## config.mk

```make
export PLATFORM = sky130hd
export DESIGN_NAME = cic_comb_chain
export DESIGN_NICKNAME = d
export VERILOG_FILES = /design/src/rtl/cic_pkg.sv /design/src/rtl/cic_comb_stage.sv /design/src/rtl/cic_comb_chain.sv
export SDC_FILE = /design/constraint.sdc
export NUM_CORES = 1
export LEC_CHECK = 0
export BUFFER_PORTS_ARGS = -buffer_cell sky130_fd_sc_hd__buf_2
export CORE_MARGIN = 2
export CORE_UTILIZATION = 33
export CTS_CLUSTER_DIAMETER = 200
export DETAILED_ROUTE_END_ITERATION = 8
export GPL_TIMING_DRIVEN = 0
export PLACE_DENSITY_LB_ADDON = 0.12
export SYNTH_ARGS = -nofsm -noshare
export SYNTH_HDL_FRONTEND = slang
export SYNTH_SLANG_ARGS = --single-unit
```

## constraint.sdc

```tcl
create_clock -name clk -period 2.7 [get_ports clk]
set_input_delay 0.54 -clock clk [delete_from_list [all_inputs] [get_ports clk]]
set_output_delay 0.54 -clock clk [all_outputs]
set_load 0.01 [all_outputs]
```

## src/rtl/cic_pkg.sv

```systemverilog
// Shared CIC definitions: channel-tag width helper and two's-complement
// subtraction overflow detection used by the comb stages.
package cic_pkg;

    // Width of a channel tag; a single channel still carries a 1-bit tag.
    function automatic int ch_width(input int num_ch);
        return (num_ch > 1) ? $clog2(num_ch) : 1;
    endfunction

    // Overflow of r = m - s: operands differ in sign and the result's sign
    // differs from the minuend's.
    function automatic logic sub_overflow(input logic m_msb,
                                          input logic s_msb,
                                          input logic r_msb);
        return (m_msb != s_msb) && (r_msb != m_msb);
    endfunction

endpackage

```

## src/rtl/cic_comb_stage.sv

```systemverilog
// One TDM comb stage: y = x - x(n-DIFF_DELAY) per channel, one register deep.
// Overflow tracking is built only when COMB_OVF_EN is defined.
module cic_comb_stage
    import cic_pkg::*;
#(
    parameter int WIDTH      = 16,
    parameter int DIFF_DELAY = 1,
    parameter int NUM_CH     = 1,
    parameter int CH_W       = ch_width(NUM_CH)
) (
    input  logic             clk,
    input  logic             rstn,
    input  logic             clear,
    input  logic             in_valid,
    input  logic [CH_W-1:0]  in_ch,
    input  logic [WIDTH-1:0] in_x,
    input  logic             in_ovf,
    output logic             out_valid,
    output logic [CH_W-1:0]  out_ch,
    output logic [WIDTH-1:0] out_y,
    output logic             out_ovf
);

    logic [WIDTH-1:0] hist_q [NUM_CH][DIFF_DELAY];
    logic             valid_q;
    logic [CH_W-1:0]  ch_q;
    logic [WIDTH-1:0] y_q;
    logic [WIDTH-1:0] y_d;
    logic [WIDTH-1:0] oldest;
    logic             accept;

    always_comb begin
        accept = in_valid && (int'(in_ch) < NUM_CH);
        oldest = '0;
        if (accept) begin
            oldest = hist_q[in_ch][DIFF_DELAY-1];
        end
        y_d = in_x - oldest;
    end

    // History is read above before this edge's shift, so same-channel
    // back-to-back samples need no forwarding.
    always_ff @(posedge clk or negedge rstn) begin
        if (!rstn) begin
            for (int unsigned c = 0; c < NUM_CH; c++) begin
                for (int unsigned d = 0; d < DIFF_DELAY; d++) begin
                    hist_q[c][d] <= '0;
                end
            end
            valid_q <= 1'b0;
            ch_q    <= '0;
            y_q     <= '0;
        end else if (clear) begin
            for (int unsigned c = 0; c < NUM_CH; c++) begin
                for (int unsigned d = 0; d < DIFF_DELAY; d++) begin
                    hist_q[c][d] <= '0;
                end
            end
            valid_q <= 1'b0;
        end else begin
            valid_q <= accept;
            if (accept) begin
                hist_q[in_ch][0] <= in_x;
                for (int unsigned d = 1; d < DIFF_DELAY; d++) begin
                    hist_q[in_ch][d] <= hist_q[in_ch][d-1];
                end
                ch_q <= in_ch;
                y_q  <= y_d;
            end
        end
    end

`ifdef COMB_OVF_EN
    logic ovf_q;
    logic ovf_d;

    assign ovf_d = in_ovf | sub_overflow(in_x[WIDTH-1], oldest[WIDTH-1], y_d[WIDTH-1]);

    always_ff @(posedge clk or negedge rstn) begin
        if (!rstn) begin
            ovf_q <= 1'b0;
        end else if (!clear && accept) begin
            ovf_q <= ovf_d;
        end
    end

    assign out_ovf = ovf_q;
`else
    // The chain feeds a constant 0 in, so the flag stays 0 with no storage.
    assign out_ovf = in_ovf;
`endif

    assign out_valid = valid_q;
    assign out_ch    = ch_q;
    assign out_y     = y_q;

endmodule

```

## src/rtl/cic_comb_chain.sv

```systemverilog
// Cascaded multi-channel TDM CIC comb section, N_STAGES cycles of latency.
// Define COMB_OVF_EN to build per-sample signed-overflow detection.
module cic_comb_chain
    import cic_pkg::*;
#(
    parameter int  WIDTH      = 16,
    parameter int  N_STAGES   = 3,
    parameter int  DIFF_DELAY = 1,
    parameter int  NUM_CH     = 1,
    localparam int CH_W       = ch_width(NUM_CH)
) (
    input  logic             clk,
    input  logic             rstn,
    input  logic             clear,
    input  logic             in_valid,
    input  logic [CH_W-1:0]  in_ch,
    input  logic [WIDTH-1:0] a,
    output logic             out_valid,
    output logic [CH_W-1:0]  out_ch,
    output logic [WIDTH-1:0] y,
    output logic             overflow
);

    logic             st_valid [N_STAGES+1];
    logic [CH_W-1:0]  st_ch    [N_STAGES+1];
    logic [WIDTH-1:0] st_y     [N_STAGES+1];
    logic             st_ovf   [N_STAGES+1];

    assign st_valid[0] = in_valid;
    assign st_ch[0]    = in_ch;
    assign st_y[0]     = a;
    assign st_ovf[0]   = 1'b0;

    for (genvar s = 0; s < N_STAGES; s++) begin : g_stage
        cic_comb_stage #(
            .WIDTH      (WIDTH),
            .DIFF_DELAY (DIFF_DELAY),
            .NUM_CH     (NUM_CH),
            .CH_W       (CH_W)
        ) u_stage (
            .clk       (clk),
            .rstn      (rstn),
            .clear     (clear),
            .in_valid  (st_valid[s]),
            .in_ch     (st_ch[s]),
            .in_x      (st_y[s]),
            .in_ovf    (st_ovf[s]),
            .out_valid (st_valid[s+1]),
            .out_ch    (st_ch[s+1]),
            .out_y     (st_y[s+1]),
            .out_ovf   (st_ovf[s+1])
        );
    end

    assign out_valid = st_valid[N_STAGES];
    assign out_ch    = st_ch[N_STAGES];
    assign y         = st_y[N_STAGES];
    assign overflow  = st_ovf[N_STAGES];

endmodule

```

==> results.toml, run 1 <==
[synth]
yosys.area.top_type = "dfrtp_1"
synth.cell_area_mm2 = 0.006190
synth_fa_ha_area_frac = 0.1067
synth_compound_area_frac = 0.1949
synth_mux_area_frac = 0.003436
synth_enable_flop_cells = 0
syn_area_per_cell_um2 = 8.433
synthesis.nets = 806
share_of_synthesized_area_occupied_by_flip_flops_and_latches = 0.4124
yosysUniqueCellTypes = 51
synthCells = 734
synth_simple_gate_area_frac = 0.1880
synth.ff_latch_count = 102
synth.cells.most_frequent = "nand2_1 (215), dfrtp_1 (102), a21oi_1 (82), o21ai_0 (53), ha_1 (48)"
main_combinational_cell_family_by_area_after_synthesis = "compound AO/OA/AOI/OAI gates"
most_common_flop_cell_mapped_by_yosys = "dfrtp_1"
yosys_warnings = 0
yosys.area.top_type_share = 0.4124
synth_area_leaders = "dfrtp_1 (41%), nand2_1 (13%), ha_1 (9.7%)"
synth-xor-area-share = 0.05660
ys_async_sr_fraction = 1.000
yosys.cell_count.top_type = "nand2_1"

[worst_setup_path]
cp_num_buf_inv = 2
cpLargestDelayFamily = "compound AO/OA/AOI/OAI gates"
crit_type = "reg2reg"
cp_slowest_stage_delay_ns = 0.41
critPathLaunchType = "flip-flop"
timing.critical_path.arrival_ns = 2.99
crit_chain = "nor2b_4 > clkbuf_8 > and2_4 > ha_4 > inv_2 > fa_2 > a21o_1 > a21o_1 > a211o_1 > a21o_1 > a21o_1 > xnor2_1 > o21ai_1"
timing.critical_path.slowest_stage_cell = "dfrtp_1"
timing.critical_path.depth = 13
worstPathMaxFanout = 3
worst-endpoint-required_ns = 2.92
worst_path_most_repeated_cell = "a21o_1"
worst_setup_path_end_kind = "flip-flop"
reg2reg_depth = 13

[cells_and_area]
drive_gt1_frac = 0.1909
num_antenna_cells = 0
layout.nets = 879
area.sequential_mm2 = 0.002552
multi_input_comb_area_mm2 = 0.003689
fill_cells = 1918
final_instance_area_mm2 = 0.007581
area_growth_syn_to_layout_pct = 22.48

[route]
totalWireLength_um = 15010
drt-initial-drc-count = 233
route.detailed.vias_per_inst = 4.933
total_number_of_vias = 5160
drcViolationCount = 0
post_drt_wl_per_cell_um = 14.35
route.antenna.remaining_nets = 0
firstDrtPassIters = 5

[floorplanning]
die_height_um = 141.0
total_die_area_mm2 = 0.01987
core_area_mm2 = 0.01858
core.rowCount = 50
floorplan.initialDensity = 0.3331
chipWidth_um = 141.0
design.portCount = 40

[sta]
final.setup.worst_slack_ns = -0.06904
rsz0062_at_grt = "true"
max_freq_mhz = 361.1
worst_clock_skew_ns = 0.004130
finalHoldViolations = 0
setup_violations = 3
period_needed_ns = 2.769
final_min_period_over_clock_period = 1.026
timing.final.max_slew_violations = 0
worst_slew_pin_slew_ns = 0.6512
finalHoldWorstSlack_ns = 0.1961
timing.slew.headroom = 0.5659

[clocking]
clock_insertion_delay_worst_skew_ns = 0.34
cts_inserted_buffers = 9
clock_tree.htree_level_count = 3
tritoncts_num_sinks = 102
clock_tree.root_cell = "clkbuf_16"
cts_tree = "built"
cts_buffer_depth = 2
clock_pin_slew_on_the_worst_setup_and_hold_paths_ns = 0.07

[grt]
grt_overflow = 0
grt_pass1_vias = 5231
initial_antenna_violation_count = 0
groute.usage.overall = 0.1561
wire_length_of_the_first_global_routing_pass_um = 25270
pin_count_of_the_biggest_net_entering_global_routing = 59

[power]
cellPowerDensity_mw_per_mm2 = 780.4
power_w = 0.005916
power.leakage_nw = 3.336
power.ir.vdd_worst_mv = 0.3356

[job]
maxCapViolCount = 0

[run_status]
status = "complete, but fails checks"
failed_checks = "negative setup slack"

[place]
gpl.final_weighted_congestion = 0.8440
detailedPlacementHpwl_um = 11390
detailed_place.area_mm2 = 0.006774
port-buffer-count = 38

[hold_path]
hold_path.class = "in2async"
-- registers in the layout, summed over array words and instances (netlist names) --
name                       flops
g_stage.u_stage.out_y         48
g_stage.u_stage.hist_q        48
g_stage.u_stage.out_valid      3
g_stage.u_stage.out_ch         3
-- cells in the final DEF (no fill, tap or decap), types with 5 or more instances in the layout --
master,count
ha_1,39
o21ai_2,9
inv_1,14
nor3_1,7
o21ai_0,41
nand4_1,6
a21oi_1,72
a21o_1,18
nor2_1,13
clkbuf_16,10
o21ai_1,10
a21oi_2,8
dfrtp_1,102
buf_4,33
xor2_1,17
ha_4,5
nand2b_1,9
buf_2,35
clkbuf_1,25
nand2_1,215
xnor2_1,22
nand3_1,5
a31oi_1,6
-- layout make-up --
class / count / share of cell area
Sequential cell: 102 / 0.3367
Tap cell: 234 / 0.03862
Multi-Input combinational cell: 573 / 0.4865
Inverter: 17 / 0.008417
Buffer: 37 / 0.02839
Timing Repair Buffer: 67 / 0.05843
Clock buffer: 11 / 0.03202
Clock inverter: 5 / 0.01089
-- report_power, final --
part	total [W]	switching [W]	internal, W	leakage (nW)
clock network	0.00141	0.000570	0.000840	0.160
registers	0.00202	0.000220	0.00180	1.35
logic	0.00249	0.00139	0.00110	1.82
total	0.00592	0.00218	0.00374	3.34
-- stage by stage --
stage,TNS [ns],setup slack [ns],util,std cells
after floorplan,-0.3424,-0.1411,-,734
after detailed placement,-8.933,-0.5862,0.3646,1007
after global placement,-13.24,-0.5932,0.3630,1006
after CTS,-0.1930,-0.1075,0.3987,1043
after global routing,-0.6435,-0.1675,0.4080,1046
final,-0.1489,-0.06904,0.4080,1046
-- worst reg2reg max path, cell delays in order (launching register included) --
cell      delay (ns)
dfrtp_1         0.41
nor2b_4         0.14
clkbuf_8        0.14
and2_4          0.14
ha_4            0.12
inv_2           0.03
fa_2            0.34
a21o_1          0.17
a21o_1          0.19
a211o_1         0.35
a21o_1          0.22
a21o_1          0.17
xnor2_1         0.14
o21ai_1         0.07
-- per-layer routing --
layer,share of wire,GRT usage,up-vias,wire length [um]
met5,0,0,-,0
met4,0.018,0.04842,0,267
met3,0.030,0.02853,21,446
met2,0.53,0.2994,91,8014
met1,0.42,0.1741,2402,6278
li1,-,-,2646,-
-- timing repair --
item | in CTS | in global routing
gates resized for setup | 35 | 41
endpoints found under the setup margin | 26 | 24
buffers inserted | 20 | 9
hold buffers | 0 | 0
pin swaps | 22 | 31
-- path summary, 6_finish.rpt --
check / from / endpoint / slack (ns)
max: g_stage[0].u_stage.out_ch$_DFFE_PN0P_ / g_stage[1].u_stage.out_y[8]$_DFFE_PN0P_ / -0.07
max in group asynchronous: rstn / g_stage[0].u_stage.out_y[14]$_DFFE_PN0P_ / 1.79
max reg2reg: g_stage[0].u_stage.out_ch$_DFFE_PN0P_ / g_stage[1].u_stage.out_y[8]$_DFFE_PN0P_ / -0.07
min in group clk: a[5] / g_stage[0].u_stage.hist_q[5]$_DFFE_PN0P_ / 0.44
min: rstn / g_stage[2].u_stage.out_y[0]$_DFFE_PN0P_ / 0.20
min reg2reg: g_stage[2].u_stage.out_y[13]$_DFFE_PN0P_ / g_stage[2].u_stage.out_y[13]$_DFFE_PN0P_ / 0.47
-- kinds of logic after synthesis --
| group | count (synthesis) |
|---|---|
| AOI/OAI and AO/OA | 200 |
| muxes | 2 |
| and+or+nand+nor | 279 |
| adders and majority gates | 51 |
| buffers and inverters | 59 |
| xor gates and xnor gates | 40 |
| other | 1 |
| DFF | 102 |
(Power assumes the default switching activity.)
==> run 2: changes to the inputs <==
- SKIP_CTS_REPAIR_TIMING: unset -> 1
==> run 2 against run 1 <==
Against the previous run:
- the flow still finishes with violations (negative setup slack)
- die area stayed put
- critical path depth stayed put
- first-iteration DRC count stayed put
- clock skew is 0.0016 ns higher
- final cell count is 1.1% lower
- combinational power hardly changed
- sequential power hardly changed
==> results.toml, run 2 (synthesized netlist as in run 1, its figures left out) <==
[run_status]
status = "complete, but fails checks"
failed_checks = "negative setup slack"

[route]
total_number_of_vias = 5075
post_drt_wl_per_cell_um = 14.32
totalWireLength_um = 14820
drt-initial-drc-count = 233
drcViolationCount = 0
route.detailed.vias_per_inst = 4.903
firstDrtPassIters = 4
route.antenna.remaining_nets = 0

[cells_and_area]
drive_gt1_frac = 0.1773
most_common_library_cell_in_the_layout_ignoring_fill_and_taps = "nand2_1"
num_antenna_cells = 0
post-route-util = 0.4041
layout.nets = 868
area_growth_syn_to_layout_pct = 21.31
layout_common_cells = "nand2_1 (215), dfrtp_1 (102), a21oi_1 (73), o21ai_0 (42), ha_1 (38)"
final_cells = 1035
final_instance_area_mm2 = 0.007508

[worst_setup_path]
worst_setup_path_end_kind = "flip-flop"
worst-endpoint-required_ns = 2.92
crit_chain = "nor2b_4 > buf_8 > and2_4 > ha_4 > inv_2 > fa_2 > a21o_1 > a21o_1 > a211o_1 > a21o_1 > a21o_1 > xnor2_1 > o21ai_1"
r2r_setup_slk_ns = -0.1
timing.critical_path.arrival_ns = 3.02
cp_num_buf_inv = 2
timing.critical_path.slowest_stage_cell = "dfrtp_1"
cp_slowest_stage_delay_ns = 0.41
critPathLaunchType = "flip-flop"
worst_path_most_repeated_cell = "a21o_1"
cpLargestDelayFamily = "compound AO/OA/AOI/OAI gates"
worstPathMaxFanout = 3
crit_type = "reg2reg"

[sta]
period_needed_ns = 2.799
worst_slew_pin_slew_ns = 0.6564
max_freq_mhz = 357.3
finalHoldWorstSlack_ns = 0.1970
final_min_period_over_clock_period = 1.037
finalHoldViolations = 0
rsz0062_at_grt = "true"
final.setup.worst_slack_ns = -0.09877
timing.final.max_slew_violations = 0
worst_clock_skew_ns = 0.005717
timing.slew.headroom = 0.5624
setup_violations = 2

[power]
power.leakage_nw = 3.281
power_w = 0.005888
cellPowerDensity_mw_per_mm2 = 784.1
power.ir.vdd_worst_mv = 0.3385

[place]
port-buffer-count = 38
detailedPlacementHpwl_um = 11390
gpl.final_weighted_congestion = 0.8440
place_inst = 1007
detailed_place.area_mm2 = 0.006774

[floorplanning]
die_height_um = 141.0
core_area_mm2 = 0.01858
total_die_area_mm2 = 0.01987
chipWidth_um = 141.0
floorplan.initialDensity = 0.3331
design.portCount = 40
core.rowCount = 50

[clocking]
cts_inserted_buffers = 9
cts_buffer_depth = 2
cts_tree = "built"
clock_insertion_delay_worst_skew_ns = 0.34
clock_tree.htree_level_count = 3
clock_pin_slew_on_the_worst_setup_and_hold_paths_ns = 0.07
clock_tree.root_cell = "clkbuf_16"
tritoncts_num_sinks = 102

[grt]
initial_antenna_violation_count = 0
grt_pass1_vias = 5083
pin_count_of_the_biggest_net_entering_global_routing = 59
grt_overflow = 0
wire_length_of_the_first_global_routing_pass_um = 24630
groute.usage.overall = 0.1524

[job]
maxCapViolCount = 0

[hold_path]
hold_path.class = "in2async"
==> run 2: power breakdown <==
part	total, W	switching (W)	internal, W
combinational	0.00246	0.00137	0.00108
sequential	0.00202	0.000219	0.00180
clock	0.00141	0.000571	0.000840
==> run 2: per-stage QoR <==
| stage | setup slack [ns] | setup TNS (ns) |
|---|---|---|
| 3_5_place_dp | -0.5862 | -8.933 |
| 4_1_cts | -0.4940 | -6.609 |
| 3_3_place_gp | -0.5932 | -13.24 |
| 2_1_floorplan | -0.1411 | -0.3424 |
| 5_1_grt | -0.2077 | -0.6855 |
| 6_report | -0.09877 | -0.1241 |
==> run 2: worst paths after layout <==
path / start / to / cells after the start
min in group clk: a[5] / g_stage[0].u_stage.hist_q[5]$_DFFE_PN0P_ / 3
max in group asynchronous: rstn / g_stage[0].u_stage.out_y[13]$_DFFE_PN0P_ / 2
min reg2reg: g_stage[2].u_stage.out_y[13]$_DFFE_PN0P_ / g_stage[2].u_stage.out_y[13]$_DFFE_PN0P_ / 2
max reg2reg: g_stage[0].u_stage.out_ch$_DFFE_PN0P_ / g_stage[1].u_stage.out_y[8]$_DFFE_PN0P_ / 13
max: g_stage[0].u_stage.out_ch$_DFFE_PN0P_ / g_stage[1].u_stage.out_y[8]$_DFFE_PN0P_ / 13
min: rstn / g_stage[2].u_stage.out_y[0]$_DFFE_PN0P_ / 1
==> run 2: layer usage <==
layer | GRT usage | up-vias | share of wire
met2 | 0.2924 | 74 | 0.54
met4 | 0.04632 | 0 | 0.013
met3 | 0.02819 | 13 | 0.024
met5 | 0 | - | 0
met1 | 0.1700 | 2366 | 0.43
li1 | - | 2622 | -
==> run 2: area by class of cell <==
| cell class | count | area, um2 |
|---|---|---|
| flip-flops and latches | 102 | 2552 |
| clock buffers | 11 | 242.7 |
| clock inverters | 5 | 82.58 |
| multi-input cells | 573 | 3707 |
| inverters | 17 | 63.81 |
| plain buffers | 38 | 214.0 |
| repair buffers | 55 | 352.8 |
| well taps | 234 | 292.8 |
| fillers | 1916 | 11070 |
==> run 2: worst register-to-register path: cells and delay by family (launching register included) <==
| family | cells | cell delay [ns] |
|---|---|---|
| compound gates | 6 | 1.18 |
| fa+ha+maj | 2 | 0.50 |
| flops | 1 | 0.41 |
| simple gates | 2 | 0.29 |
| xor+xnor | 1 | 0.16 |
| buf+inv | 2 | 0.15 |
==> run 3: changes to the inputs <==
- SETUP_SLACK_MARGIN: unset -> 0.3
==> run 3 against run 2 <==
Against the previous run:
- the run still ends with negative setup slack left
- register-to-register slack improved by 0.03 ns
- count of clock-buffer cells in the layout unchanged
- maximum frequency increased by 1.2%
- clock power decreased by 9%
- critical path depth unchanged
- final area increased by 10%
- power increased by 9.5%
- hold slack improved by 0.024 ns
- non-clock buffer count increased by 28
- routed wire length increased by 3.1%
==> results.toml, run 3 (synthesized netlist as in run 1, its figures left out) <==
[run_status]
status = "complete, but fails checks"
failed_checks = "negative setup slack"

[place]
gpl.final_weighted_congestion = 0.8803
detailedPlacementHpwl_um = 11330
port-buffer-count = 38

[clocking]
cts_tree = "built"
cts_inserted_buffers = 9
clock_tree.htree_level_count = 3
cts_buffer_depth = 2
clock_tree.root_cell = "clkbuf_16"
tritoncts_num_sinks = 102
clock_pin_slew_on_the_worst_setup_and_hold_paths_ns = 0.07
clock_insertion_delay_worst_skew_ns = 0.35

[cells_and_area]
post-route-util = 0.4444
layout_common_cells = "nand2_1 (205), dfrtp_1 (102), a21oi_1 (67), buf_2 (35)"
most_common_library_cell_in_the_layout_ignoring_fill_and_taps = "nand2_1"
fill_cells = 1844
area_growth_syn_to_layout_pct = 33.39
layout.nets = 896
num_antenna_cells = 0
drive_gt1_frac = 0.2690

[worst_setup_path]
worst-endpoint-required_ns = 2.93
critPathLaunchType = "flip-flop"
worstPathMaxFanout = 3
cpLargestDelayFamily = "compound AO/OA/AOI/OAI gates"
worst_path_most_repeated_cell = "a21o_1"
cp_slowest_stage_delay_ns = 0.41
cp_num_buf_inv = 2
worstReg2RegEnd = "g_stage[1].u_stage.out_y[8]$_DFFE_PN0P_"
crit_type = "reg2reg"
crit-reg2reg-launch = "g_stage[0].u_stage.out_ch$_DFFE_PN0P_"
worst_setup_path_end_kind = "flip-flop"
timing.critical_path.slowest_stage_cell = "dfrtp_1"
crit_chain = "nor2b_4 > buf_8 > and2_4 > ha_4 > inv_2 > fa_2 > a21o_1 > a21o_1 > a211o_1 > a21o_1 > a21o_1 > xnor2_1 > o21ai_1"
reg2reg_depth = 13
timing.critical_path.arrival_ns = 2.99
r2r_setup_slk_ns = -0.06

[sta]
setup_violations = 2
worst_slew_pin_slew_ns = 0.6695
rsz0062_at_grt = "true"
final_min_period_over_clock_period = 1.024
max_freq_mhz = 361.7
timing.slew.headroom = 0.5537
worst_clock_skew_ns = 0.007096
finalHoldViolations = 0
period_needed_ns = 2.764
tns_ns = -0.08901
final.setup.worst_slack_ns = -0.06436
timing.final.max_slew_violations = 0

[grt]
wire_length_of_the_first_global_routing_pass_um = 23940
grt_pass1_vias = 5075
pin_count_of_the_biggest_net_entering_global_routing = 54
grt_overflow = 0
groute.usage.overall = 0.1494
initial_antenna_violation_count = 0

[route]
top_layer_used = "met4"
firstDrtPassIters = 4
route.detailed.vias_per_inst = 4.935
post_drt_wl_per_cell_um = 14.37
total_number_of_vias = 5246
routed-wl-met3_um = 382
drcViolationCount = 0
totalWireLength_um = 15280
m1WireLength_um = 6401
route.antenna.remaining_nets = 0
detailroute.wirelength.met2_um = 8067
drt-initial-drc-count = 176

[power]
power.leakage_nw = 3.554
cellPowerDensity_mw_per_mm2 = 781.1
power.ir.vdd_worst_mv = 0.3642

[floorplanning]
core_area_mm2 = 0.01858
core.rowCount = 50
design.portCount = 40
floorplan.initialDensity = 0.3331
chipWidth_um = 141.0
die_height_um = 141.0
total_die_area_mm2 = 0.01987

[job]
maxCapViolCount = 0

[hold_path]
hold_path.class = "in2async"
[run 3: worst register-to-register path, cell delays in order (launching register included)]
cell	delay [ns]
dfrtp_1	0.41
nor2b_4	0.17
buf_8	0.11
and2_4	0.14
ha_4	0.12
inv_2	0.03
fa_2	0.34
a21o_1	0.17
a21o_1	0.16
a211o_1	0.35
a21o_1	0.21
a21o_1	0.18
xnor2_1	0.17
o21ai_1	0.09
[run 3: metrics by stage]
stage	total power (W)	setup WS, ns	hold WS [ns]	std cells	area (um2)
4_1_cts	0.005555	-0.3010	0.2431	1023	7136
5_1_grt	0.006914	-0.1394	0.2622	1063	8257
3_5_place_dp	0.004232	-0.6071	0.4657	1007	6844
6_report	0.006450	-0.06436	0.2214	1063	8257
2_1_floorplan	0.003632	-0.1405	0.2444	734	6331
3_3_place_gp	0.004190	-0.5926	0.4579	1006	6814
[run 3: cell type report]
type | count | area, um2 | share of cell area
clock inverters | 5 | 58.81 | 0.007122
inverters | 17 | 63.81 | 0.007728
multi-input cells | 573 | 4160 | 0.5039
well taps | 234 | 292.8 | 0.03546
clock buffers | 11 | 232.7 | 0.02819
repair buffers | 79 | 613.1 | 0.07425
flip-flops and latches | 102 | 2552 | 0.3091
plain buffers | 42 | 282.8 | 0.03425
[run 3: power breakdown]
| part | leakage [nW] | switching, W | internal (W) |
|---|---|---|---|
| logic | 2.06 | 0.00162 | 0.00149 |
| clock network | 0.136 | 0.000569 | 0.000721 |
| registers | 1.35 | 0.000248 | 0.00180 |
[run 3: routing by layer]
layer | up-vias | track usage
met5 | - | 0
met2 | 87 | 0.2875
met4 | 0 | 0.05842
met3 | 25 | 0.02683
met1 | 2455 | 0.1612
li1 | 2679 | -
[run 3: worst max-delay path by stage]
stage,endpoint,start,cells past startpoint,slack (ns)
finish,g_stage[1].u_stage.out_y[8]$_DFFE_PN0P_,g_stage[0].u_stage.out_ch$_DFFE_PN0P_,13,-0.06
global route,g_stage[1].u_stage.out_y[8]$_DFFE_PN0P_,g_stage[0].u_stage.out_ch$_DFFE_PN0P_,13,-0.14
CTS,g_stage[1].u_stage.out_y[8]$_DFFE_PN0P_,g_stage[0].u_stage.out_ch$_DFFE_PN0P_,13,-0.30
detailed placement,g_stage[0].u_stage.out_y[14]$_DFFE_PN0P_,in_valid,13,-0.61
global placement,g_stage[0].u_stage.out_y[14]$_DFFE_PN0P_,in_valid,13,-0.59
floorplan,g_stage[0].u_stage.out_y[10]$_DFFE_PN0P_,in_valid,14,-0.14
